===== config.mk =====
export PLATFORM = sky130hd
export DESIGN_NAME = serial_pattern_source
export DESIGN_NICKNAME = d
export VERILOG_FILES = /design/src/rtl/serial_src_pkg.sv /design/src/rtl/edge_rise.sv /design/src/rtl/serial_pattern_source.sv
export SDC_FILE = /design/constraint.sdc
export NUM_CORES = 1
export LEC_CHECK = 0
export BUFFER_PORTS_ARGS = -buffer_cell sky130_fd_sc_hd__buf_4
export CORE_AREA = 2 2 63 65
export CTS_CLUSTER_DIAMETER = 150
export DETAILED_ROUTE_END_ITERATION = 8
export DIE_AREA = 0 0 65 67
export PLACE_DENSITY = 0.66
export SETUP_SLACK_MARGIN = 0.02
export SLEW_MARGIN = 30
export SYNTH_ARGS = -nofsm -noshare
export SYNTH_HDL_FRONTEND = slang
export SYNTH_SLANG_ARGS = --single-unit

===== constraint.sdc =====
create_clock -name clock -period 5.4 [get_ports clock]
set_clock_uncertainty 0.15 [all_clocks]
set_input_delay 1.08 -clock clock [delete_from_list [all_inputs] [get_ports clock]]
set_output_delay 1.08 -clock clock [all_outputs]
set_load 0.005 [all_outputs]

===== src/rtl/serial_src_pkg.sv =====
// Shared types and helpers for the serial pattern source.
// Optional build macro: SERIAL_SRC_LOOP_EN (continuous replay of the held pattern).
package serial_src_pkg;

   typedef enum logic [1:0] {
      StIdle,
      StReady,
      StShift,
      StDone
   } state_e;

   // Divider counter width; never narrower than one bit, even for DIV of 1 or 2.
   function automatic int unsigned div_w(input int unsigned div);
      return (div <= 2) ? 1 : $clog2(div);
   endfunction

endpackage


===== src/rtl/edge_rise.sv =====
// Rising-edge detector whose history flop resets high, so a level that is
// already high when reset releases is not reported as an edge.
module edge_rise (
   input  logic clock,
   input  logic resetn,
   input  logic level,
   output logic pulse
);

   logic hist_q;

   always_ff @(posedge clock or negedge resetn) begin
      if (!resetn) hist_q <= 1'b1;
      else         hist_q <= level;
   end

   assign pulse = level & ~hist_q;

endmodule


===== src/rtl/serial_pattern_source.sv =====
// Captures a parallel pattern and shifts it out MSB-first, one bit every DIV clocks.
// Optional build macro: SERIAL_SRC_LOOP_EN (replay the held pattern until aborted).
module serial_pattern_source
   import serial_src_pkg::*;
#(
   parameter int unsigned WIDTH = 8,
   parameter int unsigned DIV   = 4
) (
   input  logic                       clock,
   input  logic                       resetn,
   input  logic                       load,
   input  logic                       start,
   input  logic [WIDTH-1:0]           pattern,
   output logic                       w_out,
   output logic                       w_valid,
   output logic                       busy,
   output logic                       done,
   output logic [$clog2(WIDTH)-1:0]   bit_idx
);

   localparam int unsigned DivW = div_w(DIV);
   localparam int unsigned IdxW = $clog2(WIDTH);
   localparam logic [DivW-1:0] DivMax = DivW'(DIV - 1);
   localparam logic [IdxW-1:0] IdxMax = IdxW'(WIDTH - 1);

   state_e            state_q, state_d;
   logic [WIDTH-1:0]  hold_q, hold_d;
   logic [WIDTH-1:0]  shreg_q, shreg_d;
   logic [DivW-1:0]   div_q, div_d, div_next;
   logic [IdxW-1:0]   idx_q, idx_d, idx_cur;
   logic              w_out_q, w_out_d;
   logic              w_valid_q, w_valid_d;
   logic              done_q, done_d;
   logic              load_edge, start_edge;
   logic              run;
   logic [WIDTH-1:0]  run_src;

   edge_rise u_load_edge (
      .clock  (clock),
      .resetn (resetn),
      .level  (load),
      .pulse  (load_edge)
   );

   edge_rise u_start_edge (
      .clock  (clock),
      .resetn (resetn),
      .level  (start),
      .pulse  (start_edge)
   );

   // The strobe is registered, so a bit is emitted on the edge whose next
   // divider value is DIV-1; w_valid then coincides with that count.
   always_comb begin
      state_d   = state_q;
      hold_d    = hold_q;
      shreg_d   = shreg_q;
      div_d     = div_q;
      idx_d     = idx_q;
      w_out_d   = w_out_q;
      w_valid_d = 1'b0;
      done_d    = 1'b0;
      run       = 1'b0;
      run_src   = shreg_q;
      idx_cur   = idx_q;
      div_next  = (div_q == DivMax) ? '0 : div_q + DivW'(1);

      unique case (state_q)
         StIdle: begin
            if (load_edge) begin
               hold_d  = pattern;
               shreg_d = pattern;
               state_d = StReady;
            end
         end
         StReady: begin
            if (start_edge) begin
               state_d  = StShift;
               run      = 1'b1;
               run_src  = hold_q;
               div_next = '0;
               idx_cur  = '0;
            end else if (load_edge) begin
               hold_d  = pattern;
               shreg_d = pattern;
            end
         end
         StShift: begin
            if (start_edge) begin
               state_d = StReady;
               w_out_d = 1'b0;
               idx_d   = '0;
               div_d   = '0;
`ifndef SERIAL_SRC_LOOP_EN
            end else if (w_valid_q && idx_q == '0) begin
               state_d = StDone;
               done_d  = 1'b1;
`endif
            end else begin
               run = 1'b1;
            end
         end
         StDone: begin
            state_d = StReady;
         end
         default: state_d = StIdle;
      endcase

      if (run) begin
         div_d   = div_next;
         shreg_d = run_src;
         idx_d   = idx_cur;
         if (div_next == DivMax) begin
            w_valid_d = 1'b1;
            w_out_d   = run_src[WIDTH-1];
            shreg_d   = run_src << 1;
            idx_d     = (idx_cur == IdxMax) ? '0 : idx_cur + IdxW'(1);
`ifdef SERIAL_SRC_LOOP_EN
            if (idx_cur == IdxMax) begin
               shreg_d = hold_q;
               done_d  = 1'b1;
            end
`endif
         end
      end
   end

   always_ff @(posedge clock or negedge resetn) begin
      if (!resetn) begin
         state_q   <= StIdle;
         hold_q    <= '0;
         shreg_q   <= '0;
         div_q     <= '0;
         idx_q     <= '0;
         w_out_q   <= 1'b0;
         w_valid_q <= 1'b0;
         done_q    <= 1'b0;
      end else begin
         state_q   <= state_d;
         hold_q    <= hold_d;
         shreg_q   <= shreg_d;
         div_q     <= div_d;
         idx_q     <= idx_d;
         w_out_q   <= w_out_d;
         w_valid_q <= w_valid_d;
         done_q    <= done_d;
      end
   end

   assign w_out   = w_out_q;
   assign w_valid = w_valid_q;
   assign done    = done_q;
   assign busy    = (state_q == StShift);
   assign bit_idx = idx_q;

endmodule


Word-level counts from Yosys, hierarchy flattened
Index checks and enable logic that the tools add are counted.

storage, ports and cells
  flip-flop bits (word level) = 28
  output and inout bits = 7
  word-level logic and storage cells = 78

cells by class
  add/subtract/negate cells = 2
  equality and inequality tests = 11
  muxes and demuxes = 40
  bitwise operators = 4
  reductions and logical operators = 11

operator list
  kind                   count
  $mux W8                8
  $pmux W8 S2            2
  $mux W2                10
  $mux W3                6
  $mux W1                12
  $eq A2 B2 Y1 const B   4
  $pmux W2 S4            1
  $ne A2 B2 Y1 const B   3
  $reduce_and A2 Y1      3
  $reduce_bool A2 Y1     3
  $add A3 B1 Y3 const B  1
  $eq A3 B3 Y1 const B   1
  $logic_not A3 Y1       1
  $ne A3 B1 Y1 const B   1
  $ne A3 B3 Y1 const B   1
  $reduce_and A3 Y1      1
  $reduce_bool A3 Y1     1
  $add A2 B1 Y2 const B  1
  $and A1 B1 Y1          2
  $eq A2 B1 Y1 const B   1
  $logic_not A2 Y1       1
  $not A1 Y1             2
  $pmux W1 S2            1
  $logic_and A1 B1 Y1    1

Depth between registers and ports, before layout
  depth after elaboration = 8
  gate-level depth with buffers = 10
  depth with buffers taken out = 8

Cells and area by module
From an unflattened synthesis, not the netlist that was laid out.

unflattened totals
  cell total of the unflattened synthesis = 135
  area total of the unflattened synthesis = 1542.7 um^2

modules (own cells, without submodules)
  module                 instances  cells an instance  area each (um^2)
  serial_pattern_source  1          131                1462.7
  edge_rise              2          2                  40.0

Worst setup path before layout
No wires, ideal clock.

  path type = in2reg
  from = in start
  to = reg idx_q[2] (netlist: bit_idx[2])
  setup time = 0.121 ns
  arrival = 2.396 ns
  slack = 2.733 ns
  stages = 7
  buffers on the path = 2
  cells stage by stage = and3b_1 -> buf_2 -> buf_1 -> nor2b_1 -> ha_1 -> ha_1 -> a22o_1

between the ends
  word-level cells in the longest chain between the ends = 7

ends and longest elaborated chain
  element                                        line                          source
  start: declaration                             serial_pattern_source.sv:12   input logic start,
  $and A1 B1 Y1 (*)                              edge_rise.sv:17               assign pulse = level & ~hist_q;
  $mux W3                                        -
  $mux W3                                        serial_pattern_source.sv:68   unique case (state_q)
  $add A3 B1 Y3 or $eq A3 B3 Y1 (tied branches)  serial_pattern_source.sv:117  idx_d = (idx_cur == IdxMax) ? '0 : idx_cur + IdxW'(1);
  $mux W3                                        serial_pattern_source.sv:117
  $mux W3                                        serial_pattern_source.sv:113  if (div_next == DivMax) begin
  $mux W3                                        serial_pattern_source.sv:109  if (run) begin
  end signal: assignment                         serial_pattern_source.sv:143  idx_q <= idx_d;
  end: declaration                               serial_pattern_source.sv:30   logic [IdxW-1:0] idx_q, idx_d, idx_cur;

Every way passes the cells marked *; elsewhere a longest branch is shown, timed or not. The select of a mux whose other input is x is not followed.
A chain may end at the register's enable or synchronous reset.

Worst setup path in the final report
  from = in start
  to = reg hold_q[2]

between the ends
  word-level cells in the longest chain between the ends = 3

ends and longest elaborated chain
  element                      line                          source
  $and A1 B1 Y1                edge_rise.sv:17
  $ne A2 B2 Y1 (no line)       -
  $reduce_and A2 Y1 (no line)  -
  end signal: assignment       serial_pattern_source.sv:140  hold_q <= hold_d;
  end: declaration             serial_pattern_source.sv:27   logic [WIDTH-1:0] hold_q, hold_d;

Every way passes these cells.

==> metrics.csv <==
stage,metric,value,unit
synthesis,"Distinct cells, synth",40,
worst_hold_path,HP Class,register to register,
finish,P&R area growth vs syn,11.9,%
clock_network,Worst-path clk slew,0.09,ns
timing,Slew @ Worst Pin,0.823,ns
synthesis,Synth Instances,140,
synthesis,Synth Flop Type,dfrtp_1,
finish,share of post-route cells with drive strength above 1,0.221,
placement,PortBufs,18,
timing,Max Fclk,0.364,GHz
synthesis,Commonest cells post-synth,"dfrtp_1 (26), mux2i_1 (16), nand2_1 (11)",
synthesis,"FF+latch count, synth",28,
floorplan,Site Rows,22,
worst_setup_path,Crit Path Class,input port to register,
finish,Fillers,329,
power_and_ir_drop,VDD IR max,0.188,mV
synthesis,number of synthesized flops with an enable pin,0,
clock_network,TritonCTS clock tree,yes,
clock_network,Max clock buf depth,2,
synthesis,Synth Warn #,0,
synthesis,Synth area leaders,"dfrtp_1 (42%), mux2i_1 (10%), ha_1 (4.8%)",
worst_setup_path,critical path data arrival time,2.76,ns
worst_setup_path,worst path cell trace,buf_4 > and3b_1 > nor3_4 > mux2_2,
worst_setup_path,CP Data Required Time,5.42,ns
clock_network,depth of the CTS H-tree,1,
clock_network,CTS Sinks,28,
clock_network,Hold Buf Count CTS,0,
placement,Inst Count DP,198,
finish,Layout Nets,173,
floorplan,Die Y,67,um
timing,final worst path period share,0.509,
synthesis,ys async rst share,1.00,
clock_network,worst skew pair latency,0.27,ns
timing,max_slew headroom,0.450,
synthesis,syn_nets,158,
route,WL/cell,14.5,um
route,Antenna Violating Nets Remaining,0,
synthesis,Syn Std Cell Area,1570,um2
timing,final setup violating endpoints,0,
synthesis,sequential fraction of the synthesis area,0.449,
finish,Seq. cell area,703,um2
timing,unrepaired setup endpoints after global routing,false,
global_route,first-pass GRT wire length,5.18,mm
synthesis,"Avg Cell Area, Syn",11.2,um2
floorplan,Chip Width,65,um
finish,# diodes,0,
floorplan,Die ar.,4360,um2
power_and_ir_drop,PD cells,453,nW/um2
clock_network,CTS Buf Count,3,
floorplan,# IOs,19,
timing,Fin. Hold Viols,0,
worst_setup_path,critical path's slowest cell,nor3_4,
clock_network,post-cts sizing count,0,
route,final wirelength,2.93,mm
global_route,initial antenna violation count,0,
global_route,GRT Util Overall,0.156,
timing,"Slew Viols, Final",0,
worst_setup_path,crit start category,input port,
global_route,grt total ovfl,0,
synthesis,largest area contributor in the netlist,dfrtp_1,
timing,Fin Setup TNS,0,ns
floorplan,Initial Util,0.435,
route,# DRC,0,
timing,clock period minus final worst setup slack,2.75,ns
finish,Multi-input gate area,786,um2
finish,Finished Layout Cells,202,
worst_setup_path,CP max stage delay,0.78,ns
clock_network,postcts setup bufs,0,
placement,global placer's final weighted congestion,0.866,
job,Max-cap violations,0,
route,Vias/cell,5.60,
global_route,largest net degree at the start of global routing,29,
global_route,number of global-route vias before repair,1144,
worst_setup_path,Setup crit end kind,register,
clock_network,clock root cell,clkbuf_8,
placement,HPWL Detailed,2.08,mm
route,first-pass iteration count of the detailed router,4,
route,DR iter-0 viols,23,
power_and_ir_drop,Pleak,0.839,nW
finish,"Core Util, Final",0.486,
synthesis,share of the synthesized area in the top cell type,0.415,
route,via count,1132,
synthesis,most frequent cell after synthesis,dfrtp_1,
floorplan,CORE AREA,3610,um2
run_status,status,"finished, final reports clean",
worst_setup_path,worst-path maximum fanout,16,
-- per-stage QoR --
step	hold slack (ns)	total power, mW	setup slack (ns)	area [um2]
3_5_place_dp	0.330	0.675	2.31	1700
5_1_grt	0.376	0.867	2.54	1750
6_report	0.352	0.795	2.65	1750
4_1_cts	0.351	0.807	2.63	1750
2_1_floorplan	0.309	0.606	2.73	1570
3_3_place_gp	0.319	0.663	2.38	1700
-- metal layers --
layer,vias to the layer above,GRT usage,part of all wire
li1,534,-,-
met1,564,0.190,0.47
met2,29,0.265,0.47
met3,5,0.0372,0.051
met4,0,0.0585,0.016
met5,-,0,0
-- where the power goes --
group	total, mW	internal (mW)	switching [mW]
logic	0.326	0.162	0.164
clock network	0.128	0.0653	0.0626
registers	0.341	0.288	0.0529
total	0.795	0.515	0.280
-- sequential cells by signal (all words and copies together), names as in the netlist --
| name | cells |
|---|---|
| state_q | 2 |
| bit_idx | 3 |
| w_out | 1 |
| done | 1 |
| div_q | 2 |
| u_load_edge.hist_q | 1 |
| shreg_q | 8 |
| hold_q | 8 |
| u_start_edge.hist_q | 1 |
| w_valid | 1 |
-- final timing paths --
| check | from | endpoint | slack [ns] | cells past startpoint |
|---|---|---|---|---|
| worst min-delay path | hold_q[0]$_DFFE_PN0P_ | hold_q[0]$_DFFE_PN0P_ | 0.35 | 1 |
| worst max-delay path | start | hold_q[2]$_DFFE_PN0P_ | 2.65 | 4 |
| worst min register to register | hold_q[0]$_DFFE_PN0P_ | hold_q[0]$_DFFE_PN0P_ | 0.35 | 1 |
| max in group asynchronous | resetn | u_start_edge.hist_q$_DFF_PN1_ | 4.23 | 1 |
| worst max register to register | state_q[1]$_DFFE_PN0P_ | hold_q[2]$_DFFE_PN0P_ | 2.86 | 5 |
| min in group asynchronous | resetn | shreg_q[1]$_DFFE_PN0P_ | 0.55 | 1 |
-- cell type report --
class                           instances  area share
Inverter                                4     0.00856
Sequential cell                        28       0.401
Timing Repair Buffer                   18      0.0770
Tap cell                               48      0.0342
Multi-Input combinational cell        100       0.448
Clock buffer                            4      0.0314
-- critical path: cells and delay by family --
family / cells / cell delay [ns]
simple gates: 2 / 1.15
mux: 1 / 0.41
buf+inv: 1 / 0.12
-- cells in the final DEF (no fill, tap or decap), types with 5 or more instances in the layout --
cell type | netlist | layout
nand2_1 | 11 | 11
buf_4 | 0 | 18
a21oi_1 | 10 | 10
o21ai_0 | 5 | 5
mux2_1 | 5 | 5
mux2i_1 | 16 | 16
ha_1 | 6 | 6
o2bb2ai_1 | 7 | 7
dfrtp_1 | 26 | 26
-- cell families (layout without fill, tap and decap cells) --
family / count (synthesis) / after routing / share of synthesized area
multiplexers: 24 / 24 / 0.160
buffers and inverters: 12 / 26 / 0.0503
adder cells (fa/ha/maj): 6 / 6 / 0.0479
AO/OA/AOI/OAI: 33 / 33 / 0.150
AND/OR/NAND/NOR: 37 / 37 / 0.144
flip-flops: 28 / 28 / 0.449
Note: power is estimated with default switching activity, not from simulation.
